`src/rtl/data_port_pkg.sv`:
```
// Shared types, default widths and the round-robin search function for data_port_arbiter.
package data_port_pkg;

    typedef enum logic [1:0] {
        IDLE,
        ISSUE,
        WAIT,
        RESP
    } arb_state_t;

    localparam int unsigned ADDR_W_DEF = 32;
    localparam int unsigned DATA_W_DEF = 32;

    // rr_next works on a fixed 16-wide space; unused requester slots are tied to zero.
    localparam int unsigned MAX_REQ  = 16;
    localparam int unsigned RR_IDX_W = 4;

    // First set bit of mask scanning upward from last+1 with wrap-around.
    function automatic logic [RR_IDX_W-1:0] rr_next(input logic [RR_IDX_W-1:0] last,
                                                    input logic [MAX_REQ-1:0]  mask);
        logic [RR_IDX_W-1:0] idx;
        rr_next = last;
        // Walk from the farthest candidate to the nearest so the nearest hit wins.
        for (int k = MAX_REQ; k >= 1; k--) begin
            idx = last + RR_IDX_W'(k);
            if (mask[idx]) begin
                rr_next = idx;
            end
        end
    endfunction

endpackage

```
`src/rtl/rr_picker.sv`:
```
// Combinational round-robin selector: picks the next requester after last_grant.
module rr_picker
    import data_port_pkg::*;
#(
    parameter int unsigned NUM_REQ = 4
) (
    input  logic [NUM_REQ-1:0]         req_valid,
    input  logic [$clog2(NUM_REQ)-1:0] last_grant,
    output logic [NUM_REQ-1:0]         winner,
    output logic [$clog2(NUM_REQ)-1:0] winner_idx,
    output logic                       any
);

    localparam int unsigned IDX_W = $clog2(NUM_REQ);

    logic [RR_IDX_W-1:0] pick;
    logic                unused_pick;

    assign pick        = rr_next(RR_IDX_W'(last_grant), MAX_REQ'(req_valid));
    assign any         = |req_valid;
    assign winner_idx  = IDX_W'(pick);
    assign winner      = any ? (NUM_REQ'(1) << winner_idx) : '0;
    assign unused_pick = ^pick;

endmodule

```
`src/rtl/data_port_arbiter.sv`:
```
// Shares one get_data read unit between NUM_REQ requesters: round-robin grant,
// single-word fetch over the callee handshake, response routed back to the owner.
module data_port_arbiter
    import data_port_pkg::*;
#(
    parameter int unsigned NUM_REQ = 4,
    parameter int unsigned ADDR_W  = ADDR_W_DEF,
    parameter int unsigned DATA_W  = DATA_W_DEF,
    parameter int unsigned TIMEOUT = 16
) (
    input  logic                        _clock,
    input  logic                        _reset_n,
    input  logic [NUM_REQ-1:0]          req_valid,
    output logic [NUM_REQ-1:0]          req_ready,
    input  logic [NUM_REQ*ADDR_W-1:0]   req_addr,
    output logic [NUM_REQ-1:0]          resp_valid,
    input  logic [NUM_REQ-1:0]          resp_ready,
    output logic signed [DATA_W-1:0]    resp_data,
    output logic                        resp_err,
    output logic [$clog2(NUM_REQ)-1:0]  grant,
    output logic                        callee_start,
    output logic                        callee_reset,
    output logic signed [ADDR_W-1:0]    callee_addr,
    output logic                        callee_ready,
    input  logic                        callee_valid,
    input  logic                        callee_done,
    input  logic signed [DATA_W-1:0]    callee_out0
);

    localparam int unsigned IDX_W = $clog2(NUM_REQ);
    localparam int unsigned CNT_W = (TIMEOUT > 0) ? $clog2(TIMEOUT + 1) : 1;
    localparam bit          TIMEOUT_EN = (TIMEOUT != 0);

    arb_state_t                 state_q, state_d;
    logic [IDX_W-1:0]           last_grant_q;
    logic [IDX_W-1:0]           grant_q;
    logic signed [ADDR_W-1:0]   addr_q;
    logic signed [DATA_W-1:0]   data_q;
    logic                       err_q;
    logic                       have_data_q;
    logic [CNT_W-1:0]           cnt_q;

    logic [NUM_REQ-1:0]         win_onehot;
    logic [IDX_W-1:0]           win_idx;
    logic                       any_req;
    logic                       timeout_now;

    rr_picker #(
        .NUM_REQ (NUM_REQ)
    ) u_picker (
        .req_valid  (req_valid),
        .last_grant (last_grant_q),
        .winner     (win_onehot),
        .winner_idx (win_idx),
        .any        (any_req)
    );

    assign timeout_now = TIMEOUT_EN && (cnt_q == CNT_W'(TIMEOUT));

    always_ff @(posedge _clock or negedge _reset_n) begin
        if (!_reset_n) begin
            state_q <= IDLE;
        end else begin
            state_q <= state_d;
        end
    end

    always_comb begin
        state_d      = state_q;
        req_ready    = '0;
        resp_valid   = '0;
        callee_start = 1'b0;
        callee_ready = 1'b0;
        callee_reset = 1'b0;
        unique case (state_q)
            IDLE: begin
                if (any_req) begin
                    req_ready = win_onehot;
                    state_d   = ISSUE;
                end
            end
            ISSUE: begin
                callee_start = 1'b1;
                state_d      = WAIT;
            end
            WAIT: begin
                callee_ready = 1'b1;
                // A done arriving on the timeout cycle still completes normally.
                if (callee_done) begin
                    state_d = RESP;
                end else if (timeout_now) begin
                    callee_reset = 1'b1;
                    state_d      = RESP;
                end
            end
            RESP: begin
                resp_valid = NUM_REQ'(1) << grant_q;
                if (resp_ready[grant_q]) begin
                    state_d = IDLE;
                end
            end
            default: state_d = IDLE;
        endcase
    end

    always_ff @(posedge _clock or negedge _reset_n) begin
        if (!_reset_n) begin
            last_grant_q <= IDX_W'(NUM_REQ - 1);
            grant_q      <= '0;
            addr_q       <= '0;
            data_q       <= '0;
            err_q        <= 1'b0;
            have_data_q  <= 1'b0;
            cnt_q        <= '0;
        end else begin
            unique case (state_q)
                IDLE: begin
                    if (any_req) begin
                        addr_q  <= req_addr[win_idx*ADDR_W +: ADDR_W];
                        grant_q <= win_idx;
                    end
                end
                ISSUE: begin
                    have_data_q <= 1'b0;
                    cnt_q       <= '0;
                end
                WAIT: begin
                    cnt_q <= cnt_q + 1'b1;
                    if (callee_valid && !have_data_q) begin
                        data_q      <= callee_out0;
                        have_data_q <= 1'b1;
                    end
                    if (callee_done) begin
                        err_q <= !have_data_q && !callee_valid;
                    end else if (timeout_now) begin
                        data_q <= '0;
                        err_q  <= 1'b1;
                    end
                end
                RESP: begin
                    // Drop the owner's context so an idle port shows all-zero outputs.
                    if (resp_ready[grant_q]) begin
                        last_grant_q <= grant_q;
                        grant_q      <= '0;
                        addr_q       <= '0;
                        data_q       <= '0;
                        err_q        <= 1'b0;
                    end
                end
                default: ;
            endcase
        end
    end

    assign grant       = grant_q;
    assign callee_addr = addr_q;
    assign resp_data   = data_q;
    assign resp_err    = err_q;

endmodule

```
`config.mk`:
```
export PLATFORM = sky130hd
export DESIGN_NAME = data_port_arbiter
export DESIGN_NICKNAME = d
export VERILOG_FILES = /design/src/rtl/data_port_pkg.sv /design/src/rtl/rr_picker.sv /design/src/rtl/data_port_arbiter.sv
export SDC_FILE = /design/constraint.sdc
export NUM_CORES = 1
export LEC_CHECK = 0
export CORE_MARGIN = 2
export CORE_UTILIZATION = 39
export DETAILED_ROUTE_END_ITERATION = 7
export PLACE_DENSITY = 0.91
export SKIP_LAST_GASP = 1
export SLEW_MARGIN = 20
export SYNTH_ARGS = -nofsm -noshare
export SYNTH_HDL_FRONTEND = slang
export SYNTH_HIERARCHICAL = 1
export SYNTH_SLANG_ARGS = --single-unit
```
`constraint.sdc`:
```
create_clock -name _clock -period 3.5 [get_ports _clock]
set_input_delay 0.875 -clock _clock [delete_from_list [all_inputs] [get_ports _clock]]
set_output_delay 0.875 -clock _clock [all_outputs]
set_load 0.02 [all_outputs]
```
== Word level (Yosys, flattened, before mapping) ==
Cells that the tools add are included.

* Shift operators: 3
* Magnitude comparators: 16
* Eq/ne operators: 8
* Reduce and logical (&&, ||, !) cells: 15
* Add/sub/neg operators: 16
* Mux-type cells: 76

{| class="wikitable"
|+ Operator list
! kind !! count
|-
| $mux W32 || 5
|-
| $pmux W32 S2 || 2
|-
| $shiftx A128 B8 Y32 || 1
|-
| $bmux W1 S4 || 15
|-
| $lt A4 B5 Y1 const B || 12
|-
| $mux W2 || 20
|-
| $mux W1 || 25
|-
| $add A2 B3 Y4 const B || 4
|-
| $add A2 B4 Y4 const B || 4
|-
| $lt A3 B5 Y1 const B || 3
|-
| $mux W4 || 3
|-
| $pmux W5 S2 || 1
|-
| $reduce_and A3 Y1 || 3
|-
| $add A3 B3 Y4 const B || 2
|-
| $pmux W2 S4 || 1
|-
| $shl A1 B2 Y4 const A || 2
|-
| $add A2 B2 Y3 const B || 2
|-
| $ne A2 B2 Y1 const B || 3
|-
| $reduce_and A2 Y1 || 3
|-
| $reduce_bool A2 Y1 || 3
|-
| $add A5 B1 Y5 const B || 1
|-
| $eq A5 B5 Y1 const B || 1
|-
| $add A3 B1 Y4 const B || 1
|-
| $add A3 B2 Y4 const B || 1
|-
| other kinds (12) || 16
|}

* Word-level logic and storage cells: 142
* Output and inout bits: 78
* Register bits: 77

== Depth between registers and ports, before layout ==
Gate-level depths: netlist (run 1).

* Word-level depth: 21
* Gate-level depth with buffers: 14
* Depth with buffers taken out: 10

== Cells and area by module ==
Netlist (run 1), hierarchy kept.

{| class="wikitable"
|+ By module, submodules not included
! module !! cells each !! times used !! area each (µm²) !! sequential area each (µm²)
|-
| data_port_arbiter || 346 || 1 || 4187.8 || 1929.4
|-
| rr_picker || 42 || 1 || 342.8 || 0.0
|}

== Worst setup path before layout (run 1) ==
OpenSTA, ideal clock, no wires.

* Path kind: register -> output
* From: register last_grant_q[0]
* To: output port req_ready[2]
* Path slack: 289 ps
* Required time: 2625 ps
* Data arrival time: 2336 ps
* Stages on the path, launching flop included: 11
* Cell sequence: dfstp_2 > buf_6 > inv_1 > ha_1 > clkbuf_2 > mux4_2 > o31ai_2 > o21ai_2 > xnor2_2 > nor3b_2 > and3_1

* Longest elaborated chain between the ends: 21
* Elaborated cells on any way between the ends: 63
* Those cells by class: add/sub: 15; shift: 1; mux: 47

{| class="wikitable"
|+ Ends and longest elaborated chain
! element !! RTL line !! RTL
|-
| start: declaration || data_port_arbiter.sv:35 || <nowiki>logic [IDX_W-1:0] last_grant_q;</nowiki>
|-
| start signal: assignment || data_port_arbiter.sv:108 || <nowiki>last_grant_q <= IDX_W'(NUM_REQ - 1);</nowiki>
|-
| start signal: assignment || data_port_arbiter.sv:143 || <nowiki>last_grant_q <= grant_q;</nowiki>
|-
| $add A3 B1 Y4 || data_port_pkg.sv:25 || <nowiki>idx = last + RR_IDX_W'(k);</nowiki>
|-
| $bmux W1 S4 || data_port_pkg.sv:26 || <nowiki>if (mask[idx]) begin</nowiki>
|-
| $mux W1 (not written as such) || data_port_pkg.sv:26 ||
|-
| $mux W2 (14 in a row) || data_port_pkg.sv:26 ||
|-
| $mux W2 * || data_port_pkg.sv:26 ||
|-
| $shl A1 B2 Y4 * || rr_picker.sv:22 || <nowiki>assign winner = any ? (NUM_REQ'(1) << winner_idx) : '0;</nowiki>
|-
| named net win_onehot[2] || data_port_arbiter.sv:43 || <nowiki>logic [NUM_REQ-1:0] win_onehot;</nowiki>
|-
| $mux W4 * || data_port_arbiter.sv:77 || <nowiki>if (any_req) begin</nowiki>
|-
| $mux W4 * || data_port_arbiter.sv:75 || <nowiki>unique case (state_q)</nowiki>
|-
| end: declaration || data_port_arbiter.sv:14 || <nowiki>output logic [NUM_REQ-1:0] req_ready,</nowiki>
|}

Mark *: on every way through the listed nets, which the timed path passes. The rest lies on a longest branch. The select of a mux whose other input is x is not followed.

== Worst setup path after layout (run 1) ==
Ends and elaborated chain as after synthesis.

==> flow_metrics.env, run 1 <==
export IMPL_cts_max_level=3
export IMPL_irDropWorstVdd_uv=611
export IMPL_ys_seq_area_share_pct=42.6
export IMPL_max_slew_margin_pct=38.6
export IMPL_avgSynthCellArea_um2=11.7
export IMPL_die_area_um2=12500
export IMPL_clk_latency_ns=0.32
export IMPL_worstPathMaxFanout=4
export IMPL_drive_gt1_share_pct=22.5
export IMPL_synth_compound_area_share_pct=15.9
export IMPL_gr_total_overflow=0
export IMPL_arrival_ns=2.59
export IMPL_wl_um=14200
export IMPL_cts_made_buffers=9
export IMPL_start_util_pct=39.8
export IMPL_fp_dieW_um=112
export IMPL_drv_cap=0
export IMPL_worstMarginPinSlew_ns=0.921
export IMPL_rsz0062_at_grt="yes"
export IMPL_start_kind="register"
export IMPL_ys_types=50
export IMPL_clk_pin_slew_worst_paths_ns=0.05
export IMPL_synth_top_family_by_area="multiplexers"
export IMPL_drt_pass1_iterations=4
export IMPL_std_cell_rows=39
export IMPL_syn_area_um2=4530
export IMPL_drc=0
export IMPL_regArea_um2=1930
export IMPL_hold_path_depth=2
export IMPL_area_growth_pct=67.4
export IMPL_ys_ff_latch=77
export IMPL_gp_congestion=0.837
export IMPL_multi_input_area_um2=2450
export IMPL_postLayoutCoreUtil_pct=66.7
export IMPL_synth_warnings=6
export IMPL_leakage_uw=0.00315
export IMPL_synth_area_mux_share_pct=19.2
export IMPL_postRouteAntennaNets=0
export IMPL_die_height_um=112
export IMPL_min_period_ns=3.47
export IMPL_antenna_cells=0
export IMPL_clkSinkCount=77
export IMPL_period_share_pct=99.1
export IMPL_clock_skew_ns=0.00797
export IMPL_endpoint_kind="output pin"
export IMPL_grt_pass1_wl_um=22400
export IMPL_clockBufferDepth=2
export IMPL_grt_max_degree=78
export IMPL_core_um2=11400
export IMPL_cts_tree="yes"
export IMPL_first_global_vias=4430
export IMPL_io_buffer_count=249
export IMPL_antenna_found_initial=0
export IMPL_nFillCells=795
export IMPL_final_area_um2=7580
export IMPL_num_vias=4194
export IMPL_synthSimpleGateAreaFrac_pct=14.3
export IMPL_drt_vias_per_instance=5.32
export IMPL_fmax_mhz=288
export IMPL_netlist_instances=388
export IMPL_io_pins=250
export IMPL_layout_nets=821
export IMPL_grt_usage_pct=22.5
export IMPL_rr_worst_depth=11
export IMPL_crit_type="reg -> out"
export IMPL_detailedRoute_firstIterationViolations=185
export IMPL_worstPathRequired_ns=2.62
export IMPL_cts_root_buffer="clkbuf_16"
export IMPL_setup_viol=0
export IMPL_final_hold_viol_count=0
export IMPL_cts_hold_buf=0
export IMPL_drv_slew=0
export IMPL_power_density_nw_per_um2=981
export IMPL_synth_xor_area_share_pct=0.359
export IMPL_synth_net_count=568
export IMPL_synth_adder_area_share_pct=2.21
export IMPL_place_hpwl_um=11200
export IMPL_hold_class="reg -> reg"
export IMPL_wire_per_inst_um=18.0
export IMPL_status="finished clean"
export IMPL_place_area_um2=7230
## worst paths after layout
kind                                              from                          end  slack (ns)
max                        last_grant_q[0]$_DFFE_PN1P_                 req_ready[2]        0.03
min                        callee_addr[23]$_DFFE_PN0P_  callee_addr[23]$_DFFE_PN0P_        0.48
max reg2reg                last_grant_q[0]$_DFFE_PN1P_   callee_addr[9]$_DFFE_PN0P_        0.48
min reg2reg                callee_addr[23]$_DFFE_PN0P_  callee_addr[23]$_DFFE_PN0P_        0.48
max in group asynchronous                     _reset_n         grant[1]$_DFFE_PN0P_        2.21
min in group asynchronous                     _reset_n    resp_data[21]$_DFFE_PN0P_        0.70
## repair_timing
action,in CTS,in global routing
setup buffers,1,0
gates resized for setup,31,19
endpoints found under the setup margin,4,4
pin swaps,4,7
## power breakdown
group / internal (uW) / switching (uW)
Clock: 566 / 327
Combinational: 2630 / 2380
Sequential: 1280 / 246
Total: 4480 / 2960
## cells in the final DEF (no fill, tap or decap), drive strengths merged, types with 5 or more instances in the layout
master	count
and2	5
inv	14
nor2	9
dfrtp	75
nand2b	33
a22o	33
ha	8
clkbuf	13
mux2	5
nand3b	5
a21oi	7
mux4	34
o21ai	44
nand2	41
buf	31
and3	6
clkdlybuf4s50	240
## layer usage
metal,GRT usage [%],part of all wire (%)
met5,0,0
met4,8.07,2.8
met3,5.77,7.6
met2,40.4,51
met1,26.1,38
## critical path: stages (launching register included)
cell and delay [ns]:
dfstp_2 0.57, buf_6 0.13, mux4_2 0.60, nor2_4 0.17, o22ai_2 0.09, a2bb2oi_4 0.20, buf_4 0.15, nor3b_2 0.05
and3_1 0.17, buf_4 0.15
## Yosys cell counts, drive strengths merged
cell	number	area, um^2
nor2b	1	6.26
o31ai	2	25.0
and2	5	33.8
and2b	2	17.5
nand3	4	20.0
nor2	9	33.8
nor3b	4	40.0
or2	1	6.26
a2bb2oi	1	15.0
clkbuf	14	53.8
nand2	41	154
and3b	1	8.76
o2bb2ai	2	17.5
mux2i	4	40.0
or3b	1	8.76
nor4bb	1	10.0
dfstp	2	52.6
buf	17	138
nor3	2	10.0
xnor2	1	16.3
o32a	1	10.0
o21bai	2	15.0
o22ai	2	12.5
nand2b	33	206
inv	14	52.6
nand3b	5	37.5
a32oi	1	8.76
mux2	5	63.8
mux4	34	766
o221ai	1	15.0
dfrtp	75	1880
nor4	1	6.26
a21oi	7	46.3
nand4bb	1	11.3
o21ai	44	224
ha	8	100
a22o	33	333
and3	6	38.8
## stage by stage
stage            TNS, ns  hold WS (ns)  total power (uW)  setup slack [ns]  instances
2_1_floorplan          0         0.515              4740             0.289        388
3_3_place_gp       -3.01         0.462              6210            -0.597        772
3_5_place_dp       -6.55         0.475              6420            -0.765        772
4_1_cts        -0.000907         0.491              7380         -0.000907        788
5_1_grt           -0.156         0.510              7920           -0.0599        788
6_report               0         0.481              7440            0.0313        788
## registers in the layout (all words and copies together), names as in the netlist
name          flops
resp_data        32
resp_err          1
cnt_q             5
last_grant_q      2
have_data_q       1
grant             2
callee_addr      32
state_q           2
## final cells by class
class	count	area share, %
flip-flops and latches	77	25.4
well taps	143	2.36
multi-input cells	266	32.4
inverters	14	0.693
repair buffers	273	35.3
clock buffers	11	3.20
clock inverters	4	0.644
## logic make-up after synthesis
logic type,after synthesis
AND/OR/NAND/NOR,118
AO/OA/AOI/OAI,96
flip-flops,77
buffers and inverters,45
multiplexers,43
adder cells (fa/ha/maj),8
XOR/XNOR,1
No activity file was read; power rests on OpenSTA's default activity.
==> run 2, diff against run 1 <==
Settings changed: CELL_PAD_IN_SITES_DETAIL_PLACEMENT from default to 0, CELL_PAD_IN_SITES_GLOBAL_PLACEMENT from default to 1, CORE_UTILIZATION 39 to 29, PLACE_DENSITY 0.91 to default, PLACE_DENSITY_LB_ADDON from default to 0.1.
==> run 2 against run 1 <==
  * Non-clock buffer count is 1 higher
  * Global-route usage is 5.4 points lower
  * Clock power is 5.3% lower
  * Critical path depth is 1 lower
  * Clock skew is 0.00084 ns lower
  * Wire length is 1.6% higher
  * Hold slack worse by 0.0070 ns
  * Sequential power hardly changed
  * Sequential cell count stayed put
  * Core utilization is 16 points lower
  * Fmax hardly changed
  * Total power is 0.91% lower
  * Largest cell class unchanged
  * Largest power group unchanged
  * Highest routed layer unchanged
==> flow_metrics.env, run 2 (synthesis gave the netlist of run 1 again) <==
export IMPL_drc=0
export IMPL_cts_tree="yes"
export IMPL_irDropWorstVdd_uv=435
export IMPL_gr_total_overflow=0
export IMPL_postRouteAntennaNets=0
export IMPL_endpoint_kind="output pin"
export IMPL_worstPathRequired_ns=2.62
export IMPL_path_buf_inv=2
export IMPL_clk_latency_ns=0.34
export IMPL_core_um2=15300
export IMPL_grt_pass1_wl_um=21900
export IMPL_antenna_found_initial=0
export IMPL_clockBufferDepth=2
export IMPL_num_vias=4088
export IMPL_clkSinkCount=77
export IMPL_drv_slew=0
export IMPL_critical_path_top_delay_family="multiplexers"
export IMPL_fp_dieW_um=129
export IMPL_grt_max_degree=78
export IMPL_clock_skew_ns=0.00714
export IMPL_grt_usage_pct=17.1
export IMPL_place_hpwl_um=11200
export IMPL_critPathMaxStageDelay_ns=0.55
export IMPL_cts_hold_buf=0
export IMPL_final_common_cell="clkdlybuf4s50_1"
export IMPL_period_share_pct=99.0
export IMPL_io_pins=250
export IMPL_std_cell_rows=45
export IMPL_first_global_vias=4336
export IMPL_area_growth_pct=69.3
export IMPL_final_hold_viol_count=0
export IMPL_setup_viol=0
export IMPL_clk_pin_slew_worst_paths_ns=0.06
export IMPL_drive_gt1_share_pct=21.3
export IMPL_layout_nets=822
export IMPL_wire_per_inst_um=16.8
export IMPL_max_slew_margin_pct=51.9
export IMPL_worstPathMaxFanout=5
export IMPL_rsz0062_at_grt="yes"
export IMPL_cts_max_level=3
export IMPL_hold_worst_slack_ns=0.474
export IMPL_status="finished clean"
export IMPL_crit_slowest_cell="mux4_2"
export IMPL_finalPower_uw=7370
export IMPL_start_kind="input port"
export IMPL_gp_congestion=0.763
export IMPL_cts_root_buffer="clkbuf_16"
export IMPL_leakage_uw=0.00314
export IMPL_drt_pass1_iterations=4
export IMPL_fmax_mhz=288
export IMPL_hold_class="reg -> reg"
export IMPL_power_density_nw_per_um2=961
export IMPL_min_period_ns=3.47
export IMPL_crit_chain="clkdlybuf4s15_1 > mux4_2 > o31ai_4 > o21ai_2 > xnor2_2 > nor3b_2 > and3_4 > buf_6"
export IMPL_antenna_cells=0
export IMPL_nFillCells=1395
export IMPL_drt_vias_per_instance=4.76
export IMPL_worstMarginPinSlew_ns=0.721
export IMPL_io_buffer_count=249
export IMPL_drv_cap=0
export IMPL_arrival_ns=2.59
export IMPL_layout_common_cells="240 x clkdlybuf4s50_1, 75 x dfrtp_1, 41 x nand2_1"
export IMPL_crit_type="in -> out"
export IMPL_detailedRoute_firstIterationViolations=119
export IMPL_die_area_um2=16600
export IMPL_die_height_um=129
export IMPL_start_util_pct=29.7
export IMPL_cts_made_buffers=9
export IMPL_wl_um=14400
## run 2: cell count changes in the layout (fill, tap and decap cells not counted), sizes merged
| cell | previous run | this run |
|---|---|---|
| clkdlybuf4s15 | 0 | 3 |
| clkinvlp | 0 | 2 |
| buf | 31 | 30 |
| bufinv | 1 | 0 |
| clkinv | 3 | 2 |
## run 2: routing by layer
| metal | wire [um] | vias to the layer above | GRT usage [%] | share of wire [%] |
|---|---|---|---|---|
| li1 | - | 1935 | - | - |
| met1 | 5440 | 1956 | 18.7 | 38 |
| met2 | 7380 | 181 | 30.5 | 51 |
| met3 | 1360 | 16 | 5.74 | 9.4 |
| met4 | 255 | 0 | 7.10 | 1.8 |
| met5 | 0 | - | 0 | 0 |
## run 2: worst paths after layout
kind	start	endpoint	slack, ns	cells after the start
hold reg to reg	callee_addr[17]$_DFFE_PN0P_	callee_addr[17]$_DFFE_PN0P_	0.47	2
setup / recovery	req_valid[0]	req_ready[2]	0.03	8
hold / removal	callee_addr[17]$_DFFE_PN0P_	callee_addr[17]$_DFFE_PN0P_	0.47	2
max in group asynchronous	_reset_n	callee_addr[22]$_DFFE_PN0P_	2.44	1
setup reg to reg	last_grant_q[0]$_DFFE_PN1P_	callee_addr[6]$_DFFE_PN0P_	0.58	11
min in group asynchronous	_reset_n	resp_data[2]$_DFFE_PN0P_	0.56	1
## run 2: area by class of cell
type | count | area (um^2) | share of cell area (%)
clock buffer | 12 | 236 | 3.08
clock inverter | 4 | 25.0 | 0.326
inverter | 14 | 52.6 | 0.685
multi-input combinational | 266 | 2430 | 31.7
sequential | 77 | 1930 | 25.2
tap | 211 | 264 | 3.44
timing repair buffer | 274 | 2730 | 35.6
## run 2: timing repair
| item | CTS | global route |
|---|---|---|
| gates resized for setup | 30 | 7 |
| pin swaps | 4 | 4 |
| endpoints found under the setup margin | 4 | 4 |
| buffers inserted | 1 | 1 |
## run 2: through the flow
| step | cell area, um^2 | setup TNS [ns] | util [%] | worst slack [ns] | instances |
|---|---|---|---|---|---|
| 2_1_floorplan | 4530 | 0 | - | 0.289 | 388 |
| 3_3_place_gp | 7350 | -2.24 | 48.2 | -0.589 | 840 |
| 3_5_place_dp | 7350 | -3.55 | 48.2 | -0.689 | 840 |
| 4_1_cts | 7640 | 0 | 50.1 | 0.00556 | 857 |
| 5_1_grt | 7670 | -0.125 | 50.3 | -0.0800 | 858 |
| 6_report | 7670 | 0 | 50.3 | 0.0333 | 858 |
## run 2: worst reg2reg max path: cells and delay by family (launching register included)
family                 cells  cell delay [ns]
AND/OR/NAND/NOR            1             0.08
multiplexers               2             1.12
buffers and inverters      4             0.58
flip-flops                 1             0.57
XOR/XNOR                   1             0.17
AO/OA/AOI/OAI              3             0.28
## run 2: where the power goes
part	internal [uW]	total (uW)	switching, uW
registers	1280	1510	228
clock network	478	845	367
logic	2660	5010	2360
